## src/rtl/wb_arbiter.sv

```systemverilog
// wb_arbiter: write-back stage that merges ALU results (A) and buffered LSU/MDU results (B).
// Define WB_FWD_EN to add the fwd_addr/fwd_hit/fwd_data forwarding port.
module wb_arbiter #(
  parameter int WIDTH        = 32,
  parameter int ADDR_WIDTH   = 5,
  parameter int DEPTH        = 4,
  parameter int STARVE_LIMIT = 3
) (
  input  logic                    clk,
  input  logic                    rst,
  input  logic                    a_valid,
  output logic                    a_ready,
  input  logic [ADDR_WIDTH-1:0]   a_addr,
  input  logic [WIDTH-1:0]        a_data,
  input  logic                    b_valid,
  output logic                    b_ready,
  input  logic [ADDR_WIDTH-1:0]   b_addr,
  input  logic [WIDTH-1:0]        b_data,
  output logic                    we,
  output logic [ADDR_WIDTH-1:0]   addrw,
  output logic [WIDTH-1:0]        dinw,
`ifdef WB_FWD_EN
  input  logic [ADDR_WIDTH-1:0]   fwd_addr,
  output logic                    fwd_hit,
  output logic [WIDTH-1:0]        fwd_data,
`endif
  output logic [$clog2(DEPTH):0]  count,
  output logic                    busy
);

  localparam int PW = $clog2(DEPTH);
  localparam int CW = PW + 1;
  localparam int SW = (STARVE_LIMIT > 0) ? $clog2(STARVE_LIMIT + 1) : 1;
  localparam logic [CW-1:0] FULL = CW'(DEPTH);
  localparam logic [SW-1:0] SLIM = SW'(STARVE_LIMIT);

  logic [ADDR_WIDTH-1:0] r_mem_addr [DEPTH];
  logic [WIDTH-1:0]      r_mem_data [DEPTH];
  logic [PW-1:0]         r_wr_ptr;
  logic [PW-1:0]         r_rd_ptr;
  logic [CW-1:0]         r_count;
  logic [SW-1:0]         r_starve;
  logic                  r_we;
  logic [ADDR_WIDTH-1:0] r_addrw;
  logic [WIDTH-1:0]      r_dinw;

  logic                  w_busy;
  logic                  w_force;
  logic                  w_push;
  logic                  w_pop;
  logic                  w_take_a;
  logic                  w_issue;
  logic [ADDR_WIDTH-1:0] w_iss_addr;
  logic [WIDTH-1:0]      w_iss_data;

  assign w_busy   = (r_count != '0);
  assign w_force  = w_busy && (r_starve == SLIM);
  assign w_push   = b_valid && (r_count != FULL);
  assign w_pop    = w_force || (!a_valid && w_busy);
  assign w_take_a = !w_force && a_valid;
  assign w_issue  = w_pop || w_take_a;

  // Issue mux: FIFO head when popping, otherwise the A-side result.
  always_comb begin
    w_iss_addr = a_addr;
    w_iss_data = a_data;
    if (w_pop) begin
      w_iss_addr = r_mem_addr[r_rd_ptr];
      w_iss_data = r_mem_data[r_rd_ptr];
    end
  end

  assign a_ready = !w_force;
  assign b_ready = (r_count != FULL);
  assign busy    = w_busy;
  assign count   = r_count;
  assign we      = r_we;
  assign addrw   = r_addrw;
  assign dinw    = r_dinw;

`ifdef WB_FWD_EN
  assign fwd_hit  = r_we && (r_addrw == fwd_addr) && (fwd_addr != '0);
  assign fwd_data = r_dinw;
`endif

  // FIFO storage; contents are don't-care until a push lands.
  always_ff @(posedge clk) begin
    if (w_push) begin
      r_mem_addr[r_wr_ptr] <= b_addr;
      r_mem_data[r_wr_ptr] <= b_data;
    end
  end

  // FIFO pointers and occupancy; a full FIFO never pushes, even on a pop.
  always_ff @(posedge clk or posedge rst) begin
    if (rst) begin
      r_wr_ptr <= '0;
      r_rd_ptr <= '0;
      r_count  <= '0;
    end else begin
      if (w_push) r_wr_ptr <= r_wr_ptr + PW'(1);
      if (w_pop)  r_rd_ptr <= r_rd_ptr + PW'(1);
      if (w_push && !w_pop)      r_count <= r_count + CW'(1);
      else if (w_pop && !w_push) r_count <= r_count - CW'(1);
    end
  end

  // Starvation counter: how long the FIFO head has waited behind A.
  always_ff @(posedge clk or posedge rst) begin
    if (rst) begin
      r_starve <= '0;
    end else if (!w_busy || w_pop) begin
      r_starve <= '0;
    end else if (r_starve != SLIM) begin
      r_starve <= r_starve + SW'(1);
    end
  end

  // Registered write port; x0 issues are consumed without asserting we.
  always_ff @(posedge clk or posedge rst) begin
    if (rst) begin
      r_we    <= 1'b0;
      r_addrw <= '0;
      r_dinw  <= '0;
    end else begin
      r_we <= w_issue && (w_iss_addr != '0);
      if (w_issue) begin
        r_addrw <= w_iss_addr;
        r_dinw  <= w_iss_data;
      end
    end
  end

endmodule

```

## config.mk

```make
export PLATFORM = sky130hd
export DESIGN_NAME = wb_arbiter
export DESIGN_NICKNAME = d
export VERILOG_FILES = /design/src/rtl/wb_arbiter.sv
export SDC_FILE = /design/constraint.sdc
export NUM_CORES = 1
export LEC_CHECK = 0
export ABC_AREA = 1
export BUFFER_PORTS_ARGS = -buffer_cell sky130_fd_sc_hd__clkbuf_2
export CORE_ASPECT_RATIO = 1.75
export CORE_MARGIN = 5
export CORE_UTILIZATION = 45
export DETAILED_ROUTE_END_ITERATION = 10
export PLACE_DENSITY = 0.76
export SYNTH_ARGS = -nofsm -noshare
export SYNTH_HDL_FRONTEND = slang
export SYNTH_SLANG_ARGS = --single-unit
```

## constraint.sdc

```tcl
create_clock -name clk -period 3.4 [get_ports clk]
set_clock_uncertainty 0.1 [all_clocks]
set_input_delay 0.68 -clock clk [delete_from_list [all_inputs] [get_ports clk]]
set_output_delay 0.68 -clock clk [all_outputs]
set_load 0.1 [all_outputs]
```

# After elaboration in Yosys (flattened, before gate mapping)
# Memories as Yosys holds them, arrays and structs flattened.
# Index checks and enable logic that the tools add are counted.
[totals]
in_bits = 78
memories = 2
ram_bits = 148
regBits = 47
word_cells = 44
out_inout_bits = 44
[op_classes]
reduce_logical = 19
add_sub_neg = 5
eq_ne = 3
n_mux = 8
[memory_table]
columns = ["memory", "words", "width", "rd", "rd_clocked_by_memory_dff", "wr", "line", "text"]
rows = [
  ["r_mem_data", 4, 32, 1, 0, 1, "38", "logic [WIDTH-1:0] r_mem_data [DEPTH];"],
  ["r_mem_addr", 4, 5, 1, 0, 1, "37", "logic [ADDR_WIDTH-1:0] r_mem_addr [DEPTH];"],
]
[ops]
columns = ["op", "n"]
rows = [
  ["$mux 32", 1],
  ["$logic_and 1x1->1", 7],
  ["$add 2x1->2 const B", 3],
  ["$mux 3", 2],
  ["$logic_not 1->1", 5],
  ["$mux 5", 1],
  ["$reduce_bool 5->1", 1],
  ["$mux 2", 2],
  ["$reduce_bool 2->1", 2],
  ["$add 3x1->3 const B", 1],
  ["$logic_or 1x1->1", 3],
  ["$ne 3x3->1 const B", 1],
  ["$reduce_bool 3->1", 1],
  ["$sub 3x1->3 const B", 1],
  ["$eq 2x2->1 const B", 1],
  ["$mux 1", 2],
  ["$ne 2x2->1 const B", 1],
]

# Longest topological paths before layout
[logic_depth]
ltp_word = 6
mapped_depth = 10
ltp_nobuf = 10

# Least setup slack after synthesis
# Ideal clock, no wire load.
[synth_path]
path_kind = "register to register"
from = "register r_count[0] (netlist: count[0])"
to = "memory r_mem_addr[0][0] (enable)"
path_buffers = 0
required_ns = 2.869
arrival_time_ns = 3.777
setup_ns = 0.431
synth_period_minus_slack_ns = 4.309
path_stages_with_launch = 5
setup_slack_ns = -0.909
path_cell_list = "dfrtp_1 nor2_4 nand2_1 nand2_1 nor2_1"
[synth_via]
elab_chain_len = 4
[synth_lines]
columns = ["item", "line", "text"]
rows = [
  ["start: declaration", "41", "logic [CW-1:0] r_count;"],
  ["start signal: assignment", "103", "if (w_push && !w_pop) r_count <= r_count + CW'(1);"],
  ["start signal: assignment", "104", "else if (w_pop && !w_push) r_count <= r_count - CW'(1);"],
  ["$ne 3x3->1", "--", ""],
  ["named net b_ready", "16", "output logic b_ready,"],
  ["$logic_and 1x1->1", "58", "assign w_push = b_valid && (r_count != FULL);"],
  ["$mux 1", "88", "if (w_push) begin"],
  ["$mux 1 (implied by the code)", "89", "r_mem_addr[r_wr_ptr] <= b_addr;"],
  ["end: declaration", "37", ""],
]
# The timed path passes the listed nets, and every way through them passes these cells.

# Worst setup path after layout
[layout_path]
from = "register r_count[0] (netlist: count[0])"
to = "output a_ready"
[layout_via]
elab_chain_len = 3
[layout_lines]
columns = ["item", "line", "text"]
rows = [
  ["$reduce_bool 3->1", "56", "assign w_busy = (r_count != '0);"],
  ["$logic_and 1x1->1", "57", "assign w_force = w_busy && (r_starve == SLIM);"],
  ["$logic_not 1->1", "73", "assign a_ready = !w_force;"],
  ["end: declaration", "12", "output logic a_ready,"],
]
# Every way passes these cells.

==> results.sh <==
export IMPL_yosys_warnings=0
export IMPL_setup_viol=0
export IMPL_cpMaxStageDelayCell="clkbuf_2"
export IMPL_peakVddDrop_mv=0.608
export IMPL_drc=0
export IMPL_arrival_ns=1.90
export IMPL_crit_chain="nor2_4, a21boi_0, inv_1, clkbuf_2"
export IMPL_grt_pass1_wl_um=26700
export IMPL_synth_avg_cell_area_um2=12.1
export IMPL_wl_per_cell_um=17.3
export IMPL_cts_buffers_inserted=17
export IMPL_cts_tree="yes"
export IMPL_syn2layout_area_growth_pct=18.3
export IMPL_routed_wl_um=17400
export IMPL_grt_pass1_vias=5161
export IMPL_power_mw=9.59
export IMPL_coreArea_mm2=0.0170
export IMPL_boundaryPins=122
export IMPL_stdcell_area_mm2=0.00922
export IMPL_drt_first_pass_iters=4
export IMPL_critPathRequiredTime_ns=2.62
export IMPL_r2r_start="count[0]"
export IMPL_netlist_area_leader_share_pct=57.1
export IMPL_synth_area_mm2=0.00779
export IMPL_p_leak_nw=3.66
export IMPL_root_buffer="clkbuf_16"
export IMPL_hold_buffers=0
export IMPL_placement_rows=63
export IMPL_place_detailed_hpwl_um=10800
export IMPL_grt_max_degree=76
export IMPL_cts_max_level=4
export IMPL_antenna_found_initial=1
export IMPL_synth_area_leader_cell="edfxtp_1"
export IMPL_placed_cell_area_mm2=0.00864
export IMPL_crit_family="buffers and inverters"
export IMPL_clock_sinks=195
export IMPL_ys_ff_latch=195
export IMPL_crit_buf_inv=2
export IMPL_synth_area_leaders="edfxtp_1, dfrtp_1, nand3_1"
export IMPL_dr_total_vias=5188
export IMPL_min_period_over_period_pct=79.0
export IMPL_slew_headroom_pct=49.3
export IMPL_die_y_um=184
export IMPL_tightest_slew_ns=0.759
export IMPL_syn_inst=645
export IMPL_start_util_pct=45.8
export IMPL_final_setup_tns_ns=0
export IMPL_clkTransAtPathRegs_ns=0.08
export IMPL_rsz0062_at_grt="false"
export IMPL_endpoint_kind="primary output"
export IMPL_postCtsSetupBuffers=0
export IMPL_cap_violations=0
export IMPL_setup_worst_path_start_class="flop"
export IMPL_fmax_ghz=0.372
export IMPL_synth_cell_type_count=28
export IMPL_drtIter0Drc=360
export IMPL_grt_usage_pct=17.9
export IMPL_crit_type="reg2out"
export IMPL_crit_start="count[0]"
export IMPL_hold_viol_final=0
export IMPL_critPathMaxStageDelay_ns=0.49
export IMPL_period_needed_ns=2.68
export IMPL_die_area_mm2=0.0201
export IMPL_vias_per_cell=5.17
export IMPL_cts_resized=0
export IMPL_status="completed"
export IMPL_critPathMaxFanout=4
export IMPL_gp_congestion=0.752
export IMPL_num_fill_cells=1461
export IMPL_clock_latency_ns=0.43
export IMPL_io_buffers=121
export IMPL_ant_nets=0
export IMPL_drv_slew=0
export IMPL_p_per_area_mw_per_mm2=1040
export IMPL_drive_gt1_share_pct=23.7
export IMPL_ys_seq_area_share_pct=72.1
export IMPL_worstHoldPathType="in2async"
export IMPL_syn_num_nets=730
export IMPL_clock_path_buffers=2
export IMPL_nNetsFinal=847
export IMPL_overflow=0
export IMPL_die_w_um=109
through the flow:
stage	hold WS [ns]	std cells	util (%)	setup slack [ns]
3_3_place_gp	0.318	970	50.7	0.942
6_report	0.224	1003	54.1	0.715
2_1_floorplan	0.308	645	-	0.121
3_5_place_dp	0.327	970	50.7	0.927
5_1_grt	0.296	1003	54.1	0.637
4_1_cts	0.236	1002	54.1	0.681
routing by layer:
layer	global-route usage, %	vias up	part of all wire (%)
li1	-	2505	-
met4	7.84	0	2.7
met3	3.23	28	5.9
met2	31.4	165	53
met1	21.0	2490	38
met5	0	-	0
worst paths after layout:
kind | end | slack (ns) | cells past startpoint
worst min register to register | r_starve[0] | 0.33 | 1
worst min-delay path | r_starve[0] | 0.22 | 2
worst max register to register | count[1] | 0.97 | 8
max in group asynchronous | count[0] | 2.22 | 3
worst max-delay path | a_ready | 0.72 | 4
min in group clk | r_starve[0] | 0.33 | 1
worst reg2reg max path, delay by kind of cell (launching register included):
family                   cells  cell delay (ns)
AND/OR/NAND/NOR              3             0.63
adder cells (fa/ha/maj)      2             0.63
flip-flops                   1             0.46
multiplexers                 1             0.26
buffers and inverters        2             0.24
sequential cells by signal, summed over array words and instances (netlist names):
signal and count:
count 3, r_rd_ptr 2, r_starve 2, r_mem_data 128
dinw 32, r_wr_ptr 2, addrw 5, we 1
r_mem_addr 20
cell families (layout without fill, tap and decap cells):
kind of cell,count (synthesis),count (layout),share of synthesized area [%]
buffers and inverters,68,198,4.18
AND/OR/NAND/NOR,260,260,14.1
multiplexers,1,1,0.145
adder cells (fa/ha/maj),7,7,1.22
XOR/XNOR,4,4,0.450
other,0,1,0
flip-flops,195,195,72.1
AO/OA/AOI/OAI,110,110,7.81
report_power, final:
group	switching, mW	internal (mW)	total (mW)
clock network	0.855	1.06	1.91
logic	3.40	0.814	4.22
registers	0.232	3.23	3.46
total	4.49	5.10	9.59
final cells by class:
class / instances / area, um2 / area share [%]
sequential: 195 / 5620 / 61.0
clock buffer: 21 / 493 / 5.35
tap: 227 / 284 / 3.08
clock inverter: 11 / 83.8 / 0.909
multi-input combinational: 382 / 1880 / 20.4
antenna: 1 / 2.50 / 0.0271
inverter: 30 / 113 / 1.22
timing repair buffer: 136 / 743 / 8.06
cells in the mapped netlist:
cell,number
a21boi_0,1
a21oi_1,1
a21oi_4,1
buf_2,14
buf_4,8
buf_6,3
clkbuf_1,13
clkinv_1,1
dfrtp_1,47
edfxtp_1,148
fa_1,1
ha_1,6
inv_1,27
inv_2,2
mux2_2,1
nand2_1,96
nand2_2,1
nand3_1,77
nor2_1,82
nor2_2,1
nor2_4,2
o21ai_0,70
o21ai_1,4
o21ai_2,1
o22ai_1,32
or2_1,1
xnor2_1,1
xor2_1,3
cell usage in the layout, fill, tap and decap left out, types with 3 or more instances in the layout:
cell	instances
edfxtp_1	148
clkbuf_2	121
nand2_1	95
nor2_1	78
nand3_1	77
o21ai_0	70
dfrtp_1	45
o22ai_1	32
inv_1	26
clkbuf_16	19
buf_4	13
nor2_4	6
ha_1	6
o21ai_1	4
inv_6	4
inv_2	3
xor2_1	3
inv_4	3
No activity file was read; power rests on OpenSTA's default activity.
